$ cat src/rtl/exec_step_control.sv
// Execution controller: turns board buttons into a one-cycle core clock-enable (CORE_EN) with step, run, input-wait and halt handling.
// Optional PC breakpoint comparators are built only when EXEC_BREAKPOINT_EN is defined.
module exec_step_control #(
    parameter int PC_WIDTH        = 32,
    parameter int NUM_BREAK       = 2,
    parameter int DEBOUNCE_CYCLES = 500000,
    parameter int RUN_DIV         = 1
) (
    input  logic                           CLOCK,
    input  logic                           RESET,
    input  logic                           BTN_STEP,
    input  logic                           BTN_RUN,
    input  logic                           BTN_INPUT,
    input  logic                           HALT,
    input  logic                           INPUT_WAIT,
    input  logic [PC_WIDTH-1:0]            PC,
    input  logic [NUM_BREAK*PC_WIDTH-1:0]  BREAK_ADDR,
    input  logic [NUM_BREAK-1:0]           BREAK_VALID,
    output logic                           CORE_EN,
    output logic [2:0]                     STATE,
    output logic [31:0]                    STEP_COUNT,
    output logic [NUM_BREAK-1:0]           BREAK_HIT
);

    localparam int CNT_W = (DEBOUNCE_CYCLES > 1) ? $clog2(DEBOUNCE_CYCLES + 1) : 1;
    localparam int DIV_W = (RUN_DIV > 1) ? $clog2(RUN_DIV) : 1;
    localparam logic [CNT_W-1:0] CNT_LAST = CNT_W'(DEBOUNCE_CYCLES - 1);
    localparam logic [DIV_W-1:0] DIV_LAST = DIV_W'(RUN_DIV - 1);
    localparam logic [DIV_W-1:0] DIV_ZERO = DIV_W'(0);

    typedef enum logic [2:0] {
        ST_IDLE       = 3'd0,
        ST_STEP       = 3'd1,
        ST_RUN        = 3'd2,
        ST_WAIT_INPUT = 3'd3,
        ST_HALTED     = 3'd4
    } state_t;

    state_t                 state_r;
    logic                   core_en_r;
    logic [31:0]            step_count_r;
    logic [NUM_BREAK-1:0]   break_hit_r;
    logic [DIV_W-1:0]       div_r;
    logic                   skip_r;
    logic                   ret_run_r;

    logic [2:0]             btn_raw_s;
    logic [2:0]             sync1_r;
    logic [2:0]             sync2_r;
    logic [2:0]             level_r;
    logic [2:0]             level_d_r;
    logic [CNT_W-1:0]       cnt_r [3];
    logic [2:0]             press_s;
    logic                   step_p_s;
    logic                   run_p_s;
    logic                   in_p_s;
    logic [NUM_BREAK-1:0]   bp_match_s;
    logic                   bp_stop_s;

    function automatic logic [DIV_W-1:0] div_inc(input logic [DIV_W-1:0] d);
        if (d == DIV_LAST) begin
            return DIV_ZERO;
        end else begin
            return d + DIV_W'(1);
        end
    endfunction

    assign btn_raw_s = {BTN_INPUT, BTN_RUN, BTN_STEP};
    assign press_s   = level_r & ~level_d_r;
    assign step_p_s  = press_s[0];
    assign run_p_s   = press_s[1];
    assign in_p_s    = press_s[2];

    // Synchronize and debounce each button; a level change needs an unbroken run of mismatching samples.
    always_ff @(posedge CLOCK) begin
        if (RESET) begin
            sync1_r   <= 3'b000;
            sync2_r   <= 3'b000;
            level_r   <= 3'b000;
            level_d_r <= 3'b000;
            for (int b = 0; b < 3; b++) begin
                cnt_r[b] <= '0;
            end
        end else begin
            sync1_r   <= btn_raw_s;
            sync2_r   <= sync1_r;
            level_d_r <= level_r;
            for (int b = 0; b < 3; b++) begin
                if (sync2_r[b] == level_r[b]) begin
                    cnt_r[b] <= '0;
                end else if (cnt_r[b] == CNT_LAST) begin
                    cnt_r[b]   <= '0;
                    level_r[b] <= sync2_r[b];
                end else begin
                    cnt_r[b] <= cnt_r[b] + CNT_W'(1);
                end
            end
        end
    end

`ifdef EXEC_BREAKPOINT_EN
    // Per-comparator PC match against enabled breakpoint slices.
    always_comb begin
        bp_match_s = '0;
        for (int i = 0; i < NUM_BREAK; i++) begin
            bp_match_s[i] = BREAK_VALID[i] && (PC == BREAK_ADDR[i*PC_WIDTH +: PC_WIDTH]);
        end
    end
`else
    logic unused_bp_s;
    assign unused_bp_s = ^{PC, BREAK_ADDR, BREAK_VALID};
    assign bp_match_s  = '0;
`endif

    // The first issue after leaving IDLE ignores breakpoints so a run can resume from a breakpoint PC.
    assign bp_stop_s = (|bp_match_s) && !skip_r;

    // Execution FSM with registered CORE_EN, step counter and breakpoint flags.
    always_ff @(posedge CLOCK) begin
        if (RESET) begin
            state_r      <= ST_IDLE;
            core_en_r    <= 1'b0;
            step_count_r <= 32'd0;
            break_hit_r  <= '0;
            div_r        <= DIV_ZERO;
            skip_r       <= 1'b0;
            ret_run_r    <= 1'b0;
        end else begin
            core_en_r <= 1'b0;
            case (state_r)
                ST_IDLE: begin
                    if (step_p_s) begin
                        state_r     <= ST_STEP;
                        skip_r      <= 1'b1;
                        break_hit_r <= '0;
                    end else if (run_p_s) begin
                        state_r     <= ST_RUN;
                        div_r       <= DIV_ZERO;
                        skip_r      <= 1'b1;
                        break_hit_r <= '0;
                    end else begin
                        state_r <= ST_IDLE;
                    end
                end
                ST_STEP: begin
                    if (HALT) begin
                        state_r <= ST_HALTED;
                    end else if (INPUT_WAIT) begin
                        ret_run_r <= 1'b0;
                        state_r   <= ST_WAIT_INPUT;
                    end else begin
                        core_en_r    <= 1'b1;
                        step_count_r <= step_count_r + 32'd1;
                        skip_r       <= 1'b0;
                        state_r      <= ST_IDLE;
                    end
                end
                ST_RUN: begin
                    div_r <= div_inc(div_r);
                    if (run_p_s) begin
                        state_r <= ST_IDLE;
                    end else if (div_r == DIV_ZERO) begin
                        if (HALT) begin
                            state_r <= ST_HALTED;
                        end else if (bp_stop_s) begin
                            break_hit_r <= break_hit_r | bp_match_s;
                            state_r     <= ST_IDLE;
                        end else if (INPUT_WAIT) begin
                            ret_run_r <= 1'b1;
                            state_r   <= ST_WAIT_INPUT;
                        end else begin
                            core_en_r    <= 1'b1;
                            step_count_r <= step_count_r + 32'd1;
                            skip_r       <= 1'b0;
                            state_r      <= ST_RUN;
                        end
                    end else begin
                        state_r <= ST_RUN;
                    end
                end
                ST_WAIT_INPUT: begin
                    if (run_p_s) begin
                        state_r <= ST_IDLE;
                    end else if (in_p_s) begin
                        if (HALT) begin
                            state_r <= ST_HALTED;
                        end else begin
                            core_en_r    <= 1'b1;
                            step_count_r <= step_count_r + 32'd1;
                            skip_r       <= 1'b0;
                            div_r        <= div_inc(DIV_ZERO);
                            state_r      <= ret_run_r ? ST_RUN : ST_IDLE;
                        end
                    end else begin
                        state_r <= ST_WAIT_INPUT;
                    end
                end
                ST_HALTED: begin
                    state_r <= ST_HALTED;
                end
                default: begin
                    state_r <= ST_IDLE;
                end
            endcase
        end
    end

    assign CORE_EN    = core_en_r;
    assign STATE      = state_r;
    assign STEP_COUNT = step_count_r;
    assign BREAK_HIT  = break_hit_r;

endmodule

$ cat config.mk
export PLATFORM = sky130hd
export DESIGN_NAME = exec_step_control
export DESIGN_NICKNAME = d
export VERILOG_FILES = /design/src/rtl/exec_step_control.sv
export SDC_FILE = /design/constraint.sdc
export NUM_CORES = 1
export LEC_CHECK = 0
export CORE_UTILIZATION = 49
export DETAILED_ROUTE_END_ITERATION = 8
export GPL_TIMING_DRIVEN = 0
export HOLD_SLACK_MARGIN = 0.15
export PLACE_DENSITY = 0.83
export SYNTH_ARGS = -nofsm -noshare
export SYNTH_HDL_FRONTEND = slang
export SYNTH_SLANG_ARGS = --single-unit
$ cat constraint.sdc
create_clock -name CLOCK -period 2.5 [get_ports CLOCK]
set_input_delay 0.375 -clock CLOCK [delete_from_list [all_inputs] [get_ports CLOCK]]
set_output_delay 0.375 -clock CLOCK [all_outputs]
set_load 0.01 [all_outputs]
==> results of run 1 <==
-- per-stage QoR --
| stage | hold WS, ns | power [µW] | setup WS, ns | cell area, µm² | std cells |
|---|---|---|---|---|---|
| 6_report | 0.446 | 3150 | 0.263 | 6280 | 790 |
| 5_1_grt | 0.464 | 3280 | 0.0368 | 6280 | 790 |
| 4_1_cts | 0.450 | 3180 | 0.189 | 6280 | 791 |
| 3_5_place_dp | 0.428 | 2070 | -0.00694 | 6070 | 775 |
| 3_3_place_gp | 0.423 | 2070 | -0.0264 | 6070 | 775 |
| 2_1_floorplan | 0.414 | 2040 | 0.578 | 5490 | 598 |
-- sequential cells by signal, summed over array words and instances, names as in the netlist --
name,flops
CORE_EN,1
STATE,3
STEP_COUNT,32
cnt_r,57
level_d_r,3
level_r,3
ret_run_r,1
sync1_r,3
sync2_r,3
-- synth_stat cells (2+ instances only) --
cell type / count / area [µm²]
a21oi_1: 26 / 130
buf_4: 2 / 15.0
or3_1: 9 / 56.3
nand3b_1: 2 / 15.0
and3_1: 11 / 68.8
nand2b_1: 4 / 25.0
mux2i_1: 4 / 40.0
o21ai_0: 8 / 40.0
inv_1: 14 / 52.6
nand3_1: 33 / 165
conb_1: 2 / 7.51
nor4bb_1: 2 / 20.0
o21ai_1: 2 / 10.0
nor3_1: 11 / 55.1
nand3_2: 2 / 20.0
nor2_1: 90 / 338
o31ai_1: 14 / 105
nor4_1: 6 / 37.5
nor2b_1: 15 / 93.8
ha_1: 4 / 50.1
nand2_1: 32 / 120
buf_2: 7 / 35.0
and4_1: 9 / 78.8
xor2_1: 37 / 324
and2_1: 2 / 12.5
or2_1: 2 / 12.5
dfxtp_1: 49 / 981
or4_1: 14 / 105
nand4_1: 18 / 113
edfxtp_1: 57 / 1710
mux2_1: 3 / 33.8
clkbuf_1: 10 / 37.5
xnor2_1: 23 / 201
-- report_power, final --
part / switching [µW] / internal (µW) / total, µW
clock network: 566 / 549 / 1120
logic: 69.6 / 48.2 / 118
registers: 44.9 / 1880 / 1920
-- critical path, stage by stage (launching register included) --
cell and delay (ns):
edfxtp_1 0.48, nor4bb_1 0.31, nand2_1 0.09, nor3_1 0.27, or2_1 0.15, clkbuf_1 0.31
buf_2 0.30, nor2_1 0.08
-- how the worst min path moves through the flow --
stage | from | to | slack, ns | cells after the start
2_1_floorplan | sync1_r[0] | sync2_r[0] | 0.41 | 1
3_3_place_gp | sync1_r[2] | sync2_r[2] | 0.42 | 1
3_5_place_dp | sync1_r[2] | sync2_r[2] | 0.43 | 1
4_1_cts | sync1_r[2] | sync2_r[2] | 0.45 | 1
5_1_grt | sync1_r[2] | sync2_r[2] | 0.46 | 1
6_report | sync1_r[2] | sync2_r[2] | 0.45 | 1
-- placed cells by master, fill, tap and decap left out, types with 2 or more instances in the layout --
cell type	instances
a21oi_1	26
and2_1	2
and3_1	11
and4_1	9
buf_2	7
buf_4	2
clkbuf_1	10
clkbuf_8	10
clkdlybuf4s50_1	41
conb_1	59
dfxtp_1	49
edfxtp_1	57
ha_1	4
inv_1	14
mux2_1	3
mux2i_1	4
nand2_1	32
nand2b_1	4
nand3_1	33
nand3_2	2
nand3b_1	2
nand4_1	18
nor2_1	90
nor2b_1	15
nor3_1	10
nor4_1	6
nor4bb_1	2
o21ai_0	8
o21ai_1	2
o31ai_1	14
or2_1	2
or3_1	9
or4_1	14
xnor2_1	23
xor2_1	37
-- routing by layer --
| layer | wire length (µm) | vias to the layer above |
|---|---|---|
| met4 | 153 | 0 |
| met2 | 5200 | 109 |
| met3 | 429 | 15 |
| met5 | 0 | - |
| li1 | - | 2082 |
| met1 | 4880 | 1958 |
-- cell type report --
type                            instances  area share, %
Sequential cell                       106           42.9
Multi-Input combinational cell        457           42.1
Timing Repair Buffer                   41           6.53
Tap cell                              136           2.71
Clock buffer                           12           2.65
Buffer                                 20           1.57
Inverter                               14          0.836
Clock inverter                          4          0.757
-- cell families (layout without fill, tap and decap cells) --
group           after synthesis  count (layout)  share of synthesized area [%]
simple gates                271             271                           27.1
flops                       106             106                           51.1
xor+xnor                     60              60                           9.96
compound gates               55              55                           6.19
buf+inv                      35              91                           2.94
mux                           8               8                           1.61
fa+ha+maj                     4               4                          0.949
other cells                   2              59                          0.142
-- timing repair --
action | CTS | global route
hold endpoints to repair | 0 | 0
setup endpoints to repair | 0 | 5
resized for setup | 0 | 1
==> impl.org, run 1 <==
** Clocking
- TritonCTS built the clock tree.
- For this design, the sink count on the clock tree is 106.
- Clock tree synthesis selected as its root buffer the cell clkbuf_8.
- Number of setup buffers added after CTS :: 0
- Count of hold buffers inserted by post-cts repair :: 0
- Worst-skew pair later-pin latency :: 0.37 ns
- Buffers from clock root to sink, at most :: 2
- The clock tree synthesis step divided the H-tree into 3 levels.
- Clock-pin slew on the worst setup and hold paths :: approximately 0.10 ns
- Number of buffers created by CTS :: 9

** Placed design
- At the end of routability-driven placement, the weighted congestion stood at a little over 0.8.
- Sum of net half-perimeters after detailed placement :: between 7000 and 8000 µm
- The count of buffers added on input and output ports is 41.

** Power and ir drop
- IR analysis of the VDD net gives a maximum drop of about 320 µV.
- Leakage :: around 0.0021 µW
- Pwr dens :: between 500 and 600 nW/µm²

** Final layout
- Area of the multi-input gates :: 2650 µm²
- The net count of the finished layout is between 700 and 800.
- Utilization after layout :: 60.6%
- Storage element area :: between 2000 and 3000 µm²
- Share of final-layout standard cells stronger than drive strength 1 :: under 10%
- Number of inserted filler cells in the final layout :: 884
- The repair_antennas step left the layout with diodes totalling 0.
- The area growth from synthesis to layout is 19.1%.

** Critical path
- Worst Setup EP :: cnt_r[0][17]
- The worst setup path is captured at a flop.
- Data arrives at the worst endpoint at between 2 and 2.5 ns.
- The worst register-to-register path ends at cnt_r[0][17].
- FF-to-FF path depth :: 7
- In this run the critical register-to-register path is launched from cnt_r[0][12].
- Crit Path Category :: flop to flop
- The worst setup path is launched from a flop.
- STA puts the critical path data required time at 2.63 ns.
- Worst reg2reg setup slack :: between 0.2 and 0.3 ns
- In this run the worst path has a maximum fanout of 10.
- Worst Setup SP :: cnt_r[0][12]

** Synthesis
- Synthesis instantiated 50 different standard cells from the library.
- Number of enable flip-flop cells after synthesis :: 57
- Counting every instance in the synthesized netlist gives ~540.
- Commonest register cell after synthesis :: edfxtp_1
- Sequential cells were found to cover about half of the synthesized design area.
- Yosys printed 0 warnings.
- Count of state elements after synthesis :: 106
- After synthesis, the share of flip-flops with an asynchronous set or reset is 0%.
- The average instance in the mapped netlist occupies 9.75 µm².
- In this run the cell area of the synthesized design comes to between 5000 and 6000 µm².

** Die
- Die Ht :: roughly 110 µm
- During I/O placement, the number of pins put on the boundary was between 100 and 150.
- The die is between 100 and 150 µm wide.
- Area of the die :: roughly 11000 µm²
- Initial standard-cell utilization of the core :: about half
- Area of the core region :: ~10000 µm²
- Total number of placement rows :: 37

** Route
- Wires add up to between 10000 and 15000 µm.
- Final ANT Viol Nets :: 0
- Routed vias :: roughly 4200
- DRC marker count from the first detailed-route iteration :: around 160
- After detailed routing, the number of remaining DRC violations is 0.
- In the final routed layout, each cell accounts on average for 13.5 µm.
- Ratio of routed vias to standard cells :: 5.27
- Before antenna repair, the detailed router went through 4 iterations.

** STA
- Top achievable clock speed :: between 0.4 and 0.5 GHz
- Crit path time final :: between 2 and 2.5 ns
- Final setup viols :: 0
- The number of hold violations in the final report was 0.
- For the pin with the worst max-slew slack, the measured transition is roughly 0.64 ns.
- Setup repair after global routing left no endpoint under its margin.
- Setup Total Neg Slack :: 0 ns
- The final critical path takes up 89.5% of the cycle.
- The final count of pins violating max slew was 0.
- Maximum clock skew at final layout :: about 0.0085 ns
- Measured against its own limit, the worst slew margin works out to between 50% and 60%.

** GRT
- Pin count of the biggest net entering global routing :: 17
- M3 GR Usage :: about 4.3%
- In the global route stage, met1 resource usage came out at between 20% and 30%.
- Vias in the first global route :: just under 4000
- The initial antenna violation count was 0.
- Global route hottest layer :: met2
- Global route overflow :: 0
- Global routing consumed, on the met2 layer, 34.5% of the routing resources.
- The first global-routing pass estimated 18100 µm of wire.
- Global routing used approximately 20% of the available tracks across all layers.

** Flow run
- Maxcap violations :: 0

** Min path
- Class of the most critical hold timing path :: flop to flop

** Outcome
- The run finished with clean final reports.
Note: power is estimated with default switching activity, not from simulation.
==> run 2, diff against run 1 <==
Settings changed: TNS_END_PERCENT set to 1.
==> results of run 2 <==
No change in the layout: final DEF, timing and power equal those of run 1.
==> run 3, diff against run 2 <==
==> constraint.sdc (replaced) <==
create_clock -name CLOCK -period 2.5 [get_ports CLOCK]
set_input_delay 0.5 -clock CLOCK [delete_from_list [all_inputs] [get_ports CLOCK]]
set_output_delay 0.5 -clock CLOCK [all_outputs]
set_load 0.01 [all_outputs]
==> results of run 3 <==
The final DEF is identical to that of run 1. Status: finished clean.
Among the figures that moved: setup slack after placement -0.00694 ns -> -0.132 ns; clock-pin slew on the worst setup and hold paths 0.10 ns -> 0.09 ns; setup slack after layout 0.263 ns -> 0.203 ns; start point of the critical path cnt_r[0][12] -> HALT; end point of the critical path cnt_r[0][17] -> STEP_COUNT[10]
